`src/rtl/bus_arb_pkg.sv`:
```
// Shared types, defaults and helpers for the round-robin system bus arbiter.
package bus_arb_pkg;

    localparam int unsigned DEF_NUM_MASTERS    = 4;
    localparam int unsigned DEF_AWIDTH         = 32;
    localparam int unsigned DEF_BLWIDTH        = 4;
    localparam int unsigned DEF_TIMEOUT_CYCLES = 255;
    localparam int unsigned MAX_BLWIDTH        = 16;

    typedef enum logic [1:0] {
        IDLE = 2'd0,
        ADDR = 2'd1,
        DATA = 2'd2,
        TURN = 2'd3
    } arb_state_t;

    // A zero-length burst still moves one beat.
    function automatic logic [MAX_BLWIDTH-1:0] burst_beats(input logic [MAX_BLWIDTH-1:0] len);
        return (len == '0) ? MAX_BLWIDTH'(1) : len;
    endfunction

endpackage

```
`src/rtl/bus_arbiter_rr_picker.sv`:
```
// Combinational round-robin selector: first requester at or after ptr, cyclically.
module rr_picker #(
    parameter int unsigned NUM_REQ = 4,
    parameter int unsigned IW      = 2
) (
    input  logic [NUM_REQ-1:0] req,
    input  logic [IW-1:0]      ptr,
    output logic [NUM_REQ-1:0] grant_c,
    output logic [IW-1:0]      idx_c,
    output logic               valid_c
);

    logic [IW-1:0] cand;

    always_comb begin
        grant_c = '0;
        idx_c   = '0;
        valid_c = 1'b0;
        cand    = '0;
        for (int unsigned i = 0; i < NUM_REQ; i++) begin
            cand = IW'((32'(ptr) + i) % NUM_REQ);
            if (!valid_c && req[cand]) begin
                valid_c       = 1'b1;
                grant_c[cand] = 1'b1;
                idx_c         = cand;
            end
        end
    end

endmodule

```
`src/rtl/bus_arbiter.sv`:
```
// Round-robin arbiter sharing one system bus between NUM_MASTERS masters.
// Optional stall timeout abort is built when ARB_TIMEOUT_EN is defined.
module bus_arbiter
    import bus_arb_pkg::*;
#(
    parameter int unsigned NUM_MASTERS    = DEF_NUM_MASTERS,
    parameter int unsigned AWIDTH         = DEF_AWIDTH,
    parameter int unsigned BLWIDTH        = DEF_BLWIDTH,
    parameter int unsigned TIMEOUT_CYCLES = DEF_TIMEOUT_CYCLES
) (
    input  logic                           clk,
    input  logic                           reset,
    input  logic [NUM_MASTERS-1:0]         m_req,
    input  logic [NUM_MASTERS-1:0]         m_write,
    input  logic [NUM_MASTERS*BLWIDTH-1:0] m_burst_len,
    input  logic [NUM_MASTERS*AWIDTH-1:0]  m_addr,
    output logic [NUM_MASTERS-1:0]         m_ack,
    output logic                           s_req,
    output logic                           s_write,
    output logic [BLWIDTH-1:0]             s_burst_len,
    output logic [AWIDTH-1:0]              s_addr,
    input  logic                           s_ack,
    input  logic                           s_wait,
    output logic [$clog2(NUM_MASTERS)-1:0] owner,
    output logic                           busy,
    output logic                           err
);

    localparam int unsigned IW = $clog2(NUM_MASTERS);

    if (NUM_MASTERS < 2 || NUM_MASTERS > 8 || BLWIDTH < 1 || BLWIDTH > MAX_BLWIDTH ||
        AWIDTH < 1 || TIMEOUT_CYCLES < 1) begin : g_bad_param
        $error("bus_arbiter: unsupported parameter set");
    end

    arb_state_t               state_q, state_d;
    logic [NUM_MASTERS-1:0]   ack_q, ack_d;
    logic                     sreq_q, sreq_d;
    logic                     swrite_q, swrite_d;
    logic [BLWIDTH-1:0]       slen_q, slen_d;
    logic [AWIDTH-1:0]        saddr_q, saddr_d;
    logic [IW-1:0]            owner_q, owner_d;
    logic                     busy_q, busy_d;
    logic                     err_q, err_d;
    logic [BLWIDTH-1:0]       beat_q, beat_d;
    logic [IW-1:0]            rr_q, rr_d;

    logic [NUM_MASTERS-1:0]   pick_grant_c;
    logic [IW-1:0]            pick_idx_c;
    logic                     pick_valid_c;

    logic [AWIDTH-1:0]        addr_arr [NUM_MASTERS];
    logic [BLWIDTH-1:0]       len_arr  [NUM_MASTERS];
    logic [BLWIDTH-1:0]       sel_len_c;
    logic                     end_tenure_c;
    logic                     stall_c;

`ifdef ARB_TIMEOUT_EN
    localparam int unsigned STALL_W = $clog2(TIMEOUT_CYCLES + 1);
    logic [STALL_W-1:0]       stall_q, stall_d;
`endif

    for (genvar g = 0; g < NUM_MASTERS; g++) begin : g_unpack
        assign addr_arr[g] = m_addr[g*AWIDTH +: AWIDTH];
        assign len_arr[g]  = m_burst_len[g*BLWIDTH +: BLWIDTH];
    end

    assign sel_len_c = len_arr[pick_idx_c];

    rr_picker #(
        .NUM_REQ (NUM_MASTERS),
        .IW      (IW)
    ) u_picker (
        .req     (m_req),
        .ptr     (rr_q),
        .grant_c (pick_grant_c),
        .idx_c   (pick_idx_c),
        .valid_c (pick_valid_c)
    );

    // Next-state and next-output logic.
    always_comb begin
        state_d      = state_q;
        ack_d        = ack_q;
        sreq_d       = sreq_q;
        swrite_d     = swrite_q;
        slen_d       = slen_q;
        saddr_d      = saddr_q;
        owner_d      = owner_q;
        busy_d       = busy_q;
        err_d        = 1'b0;
        beat_d       = beat_q;
        rr_d         = rr_q;
        end_tenure_c = 1'b0;
        stall_c      = 1'b0;
`ifdef ARB_TIMEOUT_EN
        stall_d      = stall_q;
`endif

        case (state_q)
            IDLE: begin
                if (pick_valid_c) begin
                    state_d  = ADDR;
                    ack_d    = pick_grant_c;
                    sreq_d   = 1'b1;
                    busy_d   = 1'b1;
                    owner_d  = pick_idx_c;
                    swrite_d = m_write[pick_idx_c];
                    slen_d   = sel_len_c;
                    saddr_d  = addr_arr[pick_idx_c];
                    beat_d   = BLWIDTH'(burst_beats(MAX_BLWIDTH'(sel_len_c)));
`ifdef ARB_TIMEOUT_EN
                    stall_d  = '0;
`endif
                end
            end
            ADDR: begin
                if (s_ack) begin
                    state_d = DATA;
                end else begin
                    stall_c = 1'b1;
                end
            end
            DATA: begin
                if (!s_wait) begin
`ifdef ARB_TIMEOUT_EN
                    stall_d = '0;
`endif
                    if (beat_q == BLWIDTH'(1)) begin
                        end_tenure_c = 1'b1;
                    end else begin
                        beat_d = beat_q - BLWIDTH'(1);
                    end
                end else begin
                    stall_c = 1'b1;
                end
            end
            TURN: begin
                state_d = IDLE;
            end
            default: begin
                state_d = IDLE;
            end
        endcase

`ifdef ARB_TIMEOUT_EN
        if (stall_c) begin
            if (stall_q == STALL_W'(TIMEOUT_CYCLES - 1)) begin
                end_tenure_c = 1'b1;
                err_d        = 1'b1;
            end else begin
                stall_d = stall_q + STALL_W'(1);
            end
        end
`endif

        // Release the bus and hand priority to the master after the owner.
        if (end_tenure_c) begin
            state_d = TURN;
            ack_d   = '0;
            sreq_d  = 1'b0;
            busy_d  = 1'b0;
            owner_d = '0;
            beat_d  = '0;
            rr_d    = (32'(owner_q) == NUM_MASTERS - 1) ? '0 : owner_q + IW'(1);
        end
    end

    always_ff @(posedge clk) begin
        if (!reset) begin
            state_q  <= IDLE;
            ack_q    <= '0;
            sreq_q   <= 1'b0;
            swrite_q <= 1'b0;
            slen_q   <= '0;
            saddr_q  <= '0;
            owner_q  <= '0;
            busy_q   <= 1'b0;
            err_q    <= 1'b0;
            beat_q   <= '0;
            rr_q     <= '0;
`ifdef ARB_TIMEOUT_EN
            stall_q  <= '0;
`endif
        end else begin
            state_q  <= state_d;
            ack_q    <= ack_d;
            sreq_q   <= sreq_d;
            swrite_q <= swrite_d;
            slen_q   <= slen_d;
            saddr_q  <= saddr_d;
            owner_q  <= owner_d;
            busy_q   <= busy_d;
            err_q    <= err_d;
            beat_q   <= beat_d;
            rr_q     <= rr_d;
`ifdef ARB_TIMEOUT_EN
            stall_q  <= stall_d;
`endif
        end
    end

    assign m_ack       = ack_q;
    assign s_req       = sreq_q;
    assign s_write     = swrite_q;
    assign s_burst_len = slen_q;
    assign s_addr      = saddr_q;
    assign owner       = owner_q;
    assign busy        = busy_q;
    assign err         = err_q;

endmodule

```
`config.mk`:
```
export PLATFORM = sky130hd
export DESIGN_NAME = bus_arbiter
export DESIGN_NICKNAME = d
export VERILOG_FILES = /design/src/rtl/bus_arb_pkg.sv /design/src/rtl/bus_arbiter_rr_picker.sv /design/src/rtl/bus_arbiter.sv
export SDC_FILE = /design/constraint.sdc
export NUM_CORES = 1
export LEC_CHECK = 0
export ABC_AREA = 0
export CORE_MARGIN = 4
export CORE_UTILIZATION = 26
export CTS_CLUSTER_DIAMETER = 30
export DETAILED_ROUTE_END_ITERATION = 6
export GPL_ROUTABILITY_DRIVEN = 0
export SYNTH_ARGS = -nofsm -noshare
export SYNTH_HDL_FRONTEND = slang
export SYNTH_HIERARCHICAL = 1
export SYNTH_SLANG_ARGS = --single-unit
export TNS_END_PERCENT = 1
```
`constraint.sdc`:
```
create_clock -name clk -period 10 [get_ports clk]
set_clock_uncertainty 0.05 [all_clocks]
set_input_delay 2 -clock clk [delete_from_list [all_inputs] [get_ports clk]]
set_output_delay 2 -clock clk [all_outputs]
set_load 0.005 [all_outputs]
```
==> results of run 1 <==
==> final cells by class <==
class | instances | area (um^2) | area share (%)
tap | 172 | 215.2 | 3.807
timing repair buffer | 202 | 2017 | 35.68
clock buffer | 8 | 146.4 | 2.590
inverter | 8 | 30.03 | 0.5312
multi-input combinational | 255 | 2203 | 38.98
sequential | 52 | 1041 | 18.42
==> per-layer routing <==
metal | up-vias | share of wire, % | global-route usage [%]
met5 | - | 0 | 0
met4 | 0 | 1.4 | 4.059
met3 | 11 | 7.7 | 4.470
met2 | 131 | 53 | 27.62
met1 | 1575 | 38 | 16.32
li1 | 1614 | - | -
==> worst max-delay path: cells and delay by family <==
family	cells	cell delay [ns]
buffers and inverters	2	1.10
AO/OA/AOI/OAI	3	0.43
AND/OR/NAND/NOR	2	0.83
multiplexers	2	1.33
==> state kept, by name, indices dropped and copies added, names as in the netlist <==
name         cells
beat_q           4
busy             1
m_ack            4
owner            2
rr_q             2
s_addr          32
s_burst_len      4
s_write          1
state_q          2
==> power by group through the flow <==
stage	registers [W]	logic [W]	clock network, W
floorplan	0.000250	0.000109	0
CTS	0.000247	0.000236	0.000181
global placement	0.000250	0.000234	0
finish	0.000246	0.000232	0.000174
detailed placement	0.000251	0.000235	0
global route	0.000250	0.000255	0.000187
==> stage by stage <==
step	utilization [%]	instances	total power, W
final	44.43	697	0.0006524
after global routing	44.43	697	0.0006916
after CTS	44.43	697	0.0006641
after detailed placement	43.28	689	0.0004865
after global placement	43.28	689	0.0004836
after floorplan	-	343	0.0003585
==> cells by family after synthesis <==
kind of cell               synth area share (%)
and+or+nand+nor                           15.51
AOI/OAI and AO/OA                         16.51
DFF                                       30.66
muxes                                     28.89
buffers and inverters                     5.121
adders and majority gates                 2.948
other                                    0.1104
xor gates and xnor gates                 0.2580
==> path summary, 6_finish.rpt <==
check              end
min reg2reg  s_addr[8]
min          s_addr[8]
max reg2reg  beat_q[0]
max          beat_q[0]
==> cell usage in the layout (no fill, tap or decap), types with 2 or more instances in the layout <==
cell             instances
nand2b_1                 4
clkdlybuf4s50_1        200
nand2_1                 91
mux4_1                   4
ha_1                     8
buf_4                    2
clkbuf_1                 2
inv_1                    8
a21oi_1                 12
a21boi_0                38
nor3b_1                  3
dfxtp_1                 52
a22oi_1                  8
o21ai_0                  8
mux2_2                   2
clkbuf_16                5
nor2_1                   9
nor3_1                   2
mux4_2                  37
o21a_1                   2
mux2i_1                  2
==> flow_metrics.env, run 1 <==
export IMPL_status="finished clean"
export IMPL_cts_setup_buffers=0
export IMPL_syn_to_final_growth_pct=66.47
export IMPL_initialDrtViolationCount=112
export IMPL_synth_cell_types=45
export IMPL_r2r_slack_ns=5.56
export IMPL_grt_usage_pct=14.85
export IMPL_ys_ff_latch=52
export IMPL_place_detailed_hpwl_mm=8.746
export IMPL_path_cells="clkdlybuf4s50_1 -> mux4_2 -> and2b_2 -> o21ai_0 -> o31ai_4 -> buf_4 -> mux4_1 -> or4_1 -> a31oi_1"
export IMPL_rows=41
export IMPL_async_flop_share_pct=0
export IMPL_avgSynthCellArea_um2=9.900
export IMPL_fin_crit_sh_pct=55.44
export IMPL_min_path_cells=2
export IMPL_power_frac_comb_pct=35.5
export IMPL_clkPwrFrac_pct=26.7
export IMPL_routedWlPerCell_um=16.28
export IMPL_cp_data_required_time_ns=10.17
export IMPL_grt_pass1_wl_mm=17.60
export IMPL_cp_max_fo=38
export IMPL_io_buffers=200
export IMPL_seq_power_share_pct=37.8
export IMPL_finish_instance_area_um2=5653
export IMPL_cts_max_path_buffers=2
export IMPL_synth_area_um2=3396
export IMPL_hold_class="reg -> reg"
export IMPL_intPower_w=0.0004744
export IMPL_initial_core_util_pct=26.69
export IMPL_ant_nets=0
export IMPL_drive_above_1_share_pct=10.29
export IMPL_endpoint_kind="register"
export IMPL_p_sw_share_pct=27.27
export IMPL_yosysMostFrequentCell="nand2_1"
export IMPL_p_leak_nw=1.994
export IMPL_synth_edff_count=0
export IMPL_ioPinCount=202
export IMPL_clk_latency_ns=0.29
export IMPL_finalMaxSlewViolations=0
export IMPL_holdBufCountCts=0
export IMPL_nNetsFinal=688
export IMPL_synth_flop_cell="dfxtp_1"
export IMPL_ff2ff_path_depth=10
export IMPL_finalSetupViolations=0
export IMPL_die_area_um2=14950
export IMPL_syn_inst=343
export IMPL_max_cap_viol_count=0
export IMPL_netSwitchingPower_w=0.0001779
export IMPL_tightest_slew_ns=1.115
export IMPL_vias=3331
export IMPL_grt_max_degree=45
export IMPL_placed_cell_area_um2=5507
export IMPL_crit_type="in -> reg"
export IMPL_die_h_um=122.3
export IMPL_dp_slack_ns=4.110
export IMPL_setup_worst_path_start_class="input port"
export IMPL_cp_slowest_cell="mux4_1"
export IMPL_vdd_ir_drop_max_mv=0.06716
export IMPL_powerDensity_nw_per_um2=115.4
export IMPL_post_synth_top_area_fraction_pct=30.66
export IMPL_cts_buffers=5
export IMPL_tns_ns=0
export IMPL_cts_resized_gates=0
export IMPL_grt_overflow_total=0
export IMPL_synth_nets=507
export IMPL_antenna_found_initial=0
export IMPL_fin_crit_ns=5.544
export IMPL_timing_fmax_ghz=0.1804
export IMPL_seq_area_frac_synth_pct=30.66
export IMPL_synth_area_leaders="dfxtp_1, mux4_2, nand2_1, a21boi_0, mux4_1"
export IMPL_slew_headroom_pct=25.64
export IMPL_ys_warn_count=6
export IMPL_whs_ns=0.4102
export IMPL_nFillCells=1269
export IMPL_ys_top_cells_by_count="nand2_1, dfxtp_1, a21boi_0, mux4_2, clkbuf_1"
export IMPL_fin_ws_ns=4.456
export IMPL_cp_slowest_stage_delay_ns=0.70
export IMPL_dr_pass1_iters=4
export IMPL_die_w_um=122.3
export IMPL_path_clk_slew_ns=0.07
export IMPL_design_core_area_um2=12720
export IMPL_worstHoldStart="s_addr[8]"
export IMPL_synth_largest_area_cell="dfxtp_1"
export IMPL_antenna_cells=0
export IMPL_clkSinkCount=52
export IMPL_viasPerCell=4.779
export IMPL_wl_mm=11.35
export IMPL_hold_violations=0
export IMPL_grt_pass1_vias=3550
export IMPL_drc_errors=0
export IMPL_r2r_start="rr_q[0]"
export IMPL_h_tree_depth=2
export IMPL_rsz0062_at_grt="false"
export IMPL_critical_path_arrival_ns=5.71
export IMPL_critPathLaunch="m_req[2]"
export IMPL_cts_root_buffer="clkbuf_16"
export IMPL_tritoncts="yes"
(Power assumes the default switching activity.)
==> run 2, diff against run 1 <==
==> constraint.sdc (replaced) <==
create_clock -name clk -period 4.7 [get_ports clk]
set_clock_uncertainty 0.05 [all_clocks]
set_input_delay 0.94 -clock clk [delete_from_list [all_inputs] [get_ports clk]]
set_output_delay 0.94 -clock clk [all_outputs]
set_load 0.005 [all_outputs]
==> flow_metrics.env, run 2 (same netlist as run 1, synthesis figures left out) <==
export IMPL_wl_mm=11.40
export IMPL_grt_pass1_wl_mm=17.62
export IMPL_antenna_cells=0
export IMPL_tightest_slew_ns=0.5943
export IMPL_max_cap_viol_count=0
export IMPL_clkSinkCount=52
export IMPL_grt_max_degree=44
export IMPL_cp_data_required_time_ns=4.86
export IMPL_place_detailed_hpwl_mm=9.208
export IMPL_die_area_um2=14950
export IMPL_ioPinCount=202
export IMPL_rsz0062_at_grt="false"
export IMPL_grt_pass1_vias=3631
export IMPL_syn_to_final_growth_pct=68.17
export IMPL_layout_commonest_cell="clkdlybuf4s50_1"
export IMPL_r2r_end="beat_q[0]"
export IMPL_status="finished clean"
export IMPL_clk_latency_ns=0.28
export IMPL_ff2ff_path_depth=10
export IMPL_io_buffers=200
export IMPL_total_power_w=0.001395
export IMPL_rows=41
export IMPL_tns_ns=0
export IMPL_tritoncts="yes"
export IMPL_drc_errors=0
export IMPL_dp_slack_ns=0.3841
export IMPL_path_clk_slew_ns=0.07
export IMPL_crit_type="in -> reg"
export IMPL_cts_resized_gates=0
export IMPL_viasPerCell=4.704
export IMPL_fin_ws_ns=0.6790
export IMPL_r2r_slack_ns=0.71
export IMPL_die_w_um=122.3
export IMPL_ant_nets=0
export IMPL_grt_overflow_total=0
export IMPL_cts_max_path_buffers=2
export IMPL_cts_buffers=5
export IMPL_finalMaxSlewViolations=0
export IMPL_initialDrtViolationCount=127
export IMPL_initial_core_util_pct=26.69
export IMPL_die_h_um=122.3
export IMPL_h_tree_depth=2
export IMPL_whs_endpoint="s_addr[25]"
export IMPL_cts_root_buffer="clkbuf_16"
export IMPL_dr_pass1_iters=4
export IMPL_antenna_found_initial=0
export IMPL_dp_cells=695
export IMPL_p_leak_nw=2.028
export IMPL_finalSetupViolations=0
export IMPL_powerDensity_nw_per_um2=244.3
export IMPL_timing_fmax_ghz=0.2487
export IMPL_largest_reg_flops=32
export IMPL_nNetsFinal=694
export IMPL_hold_violations=0
export IMPL_vdd_ir_drop_max_mv=0.1732
export IMPL_setup_worst_path_start_class="input port"
export IMPL_design_core_area_um2=12720
export IMPL_drive_above_1_share_pct=11.30
export IMPL_routedWlPerCell_um=16.21
export IMPL_holdBufCountCts=0
export IMPL_min_path_cells=2
export IMPL_r2r_start="rr_q[0]"
export IMPL_vias=3307
export IMPL_worstHoldStart="s_addr[25]"
export IMPL_slew_headroom_pct=60.32
export IMPL_hold_class="reg -> reg"
export IMPL_endpoint_kind="register"
export IMPL_final_cell_mix="clkdlybuf4s50_1, nand2_1, dfxtp_1, a21boi_0, mux4_2"
export IMPL_cts_setup_buffers=0
export IMPL_whs_ns=0.4115
export IMPL_grt_usage_pct=14.87
export IMPL_stdcell_count=703
export IMPL_fin_crit_sh_pct=85.55
export IMPL_cp_max_fo=11
export IMPL_critical_path_arrival_ns=4.18
export IMPL_fin_crit_ns=4.021
==> run 2: cell types whose count changed in the layout (fill, tap and decap cells not counted) <==
| cell | delta |
|---|---|
| buf_12 | +1 |
| buf_4 | +5 |
==> run 2: power by group <==
part           switching (W)  total (W)  internal [W]
registers          0.0000332   0.000525      0.000492
logic               0.000191   0.000504      0.000313
clock network       0.000154   0.000366      0.000213
total               0.000378    0.00140       0.00102
==> run 2: how the worst max path moves through the flow <==
stage | start | endpoint | slack, ns | cells after the start
6_report | m_req[3] | beat_q[0] | 0.68 | 9
5_1_grt | rr_q[0] | beat_q[0] | 0.45 | 10
4_1_cts | m_req[2] | beat_q[0] | 0.69 | 9
3_5_place_dp | m_req[2] | beat_q[0] | 0.38 | 9
3_3_place_gp | m_req[2] | beat_q[0] | 0.49 | 9
2_1_floorplan | m_req[3] | beat_q[0] | 1.21 | 7
==> run 2: final cells by class <==
type | instances | area, um^2
well taps | 172 | 215.2
flip-flops and latches | 52 | 1041
repair buffers | 208 | 2074
clock buffers | 8 | 146.4
inverters | 8 | 30.03
fillers | 1255 | 7012
multi-input cells | 255 | 2203
==> run 2: per-layer routing <==
metal  wire length (um)  up-vias  global-route usage [%]
met5                  0        -                       0
met3                900        6                   4.700
li1                   -     1624                       -
met4                100        0                   2.799
met1               4356     1546                   16.37
met2               6038      131                   28.07
==> run 2: metrics by stage <==
| stage | area, um^2 | utilization [%] |
|---|---|---|
| floorplan | 3396 | - |
| global placement | 5564 | 43.74 |
| detailed placement | 5564 | 43.74 |
| CTS | 5710 | 44.89 |
| global route | 5710 | 44.89 |
| finish | 5710 | 44.89 |
==> run 2: worst max-delay path, cell delays in order <==
cell and delay [ns]:
clkdlybuf4s50_1 0.48, mux4_1 0.64, and2b_2 0.28, o21ai_0 0.31, o31ai_4 0.16, buf_4 0.24
mux4_2 0.48, or4_1 0.48, a31oi_1 0.17
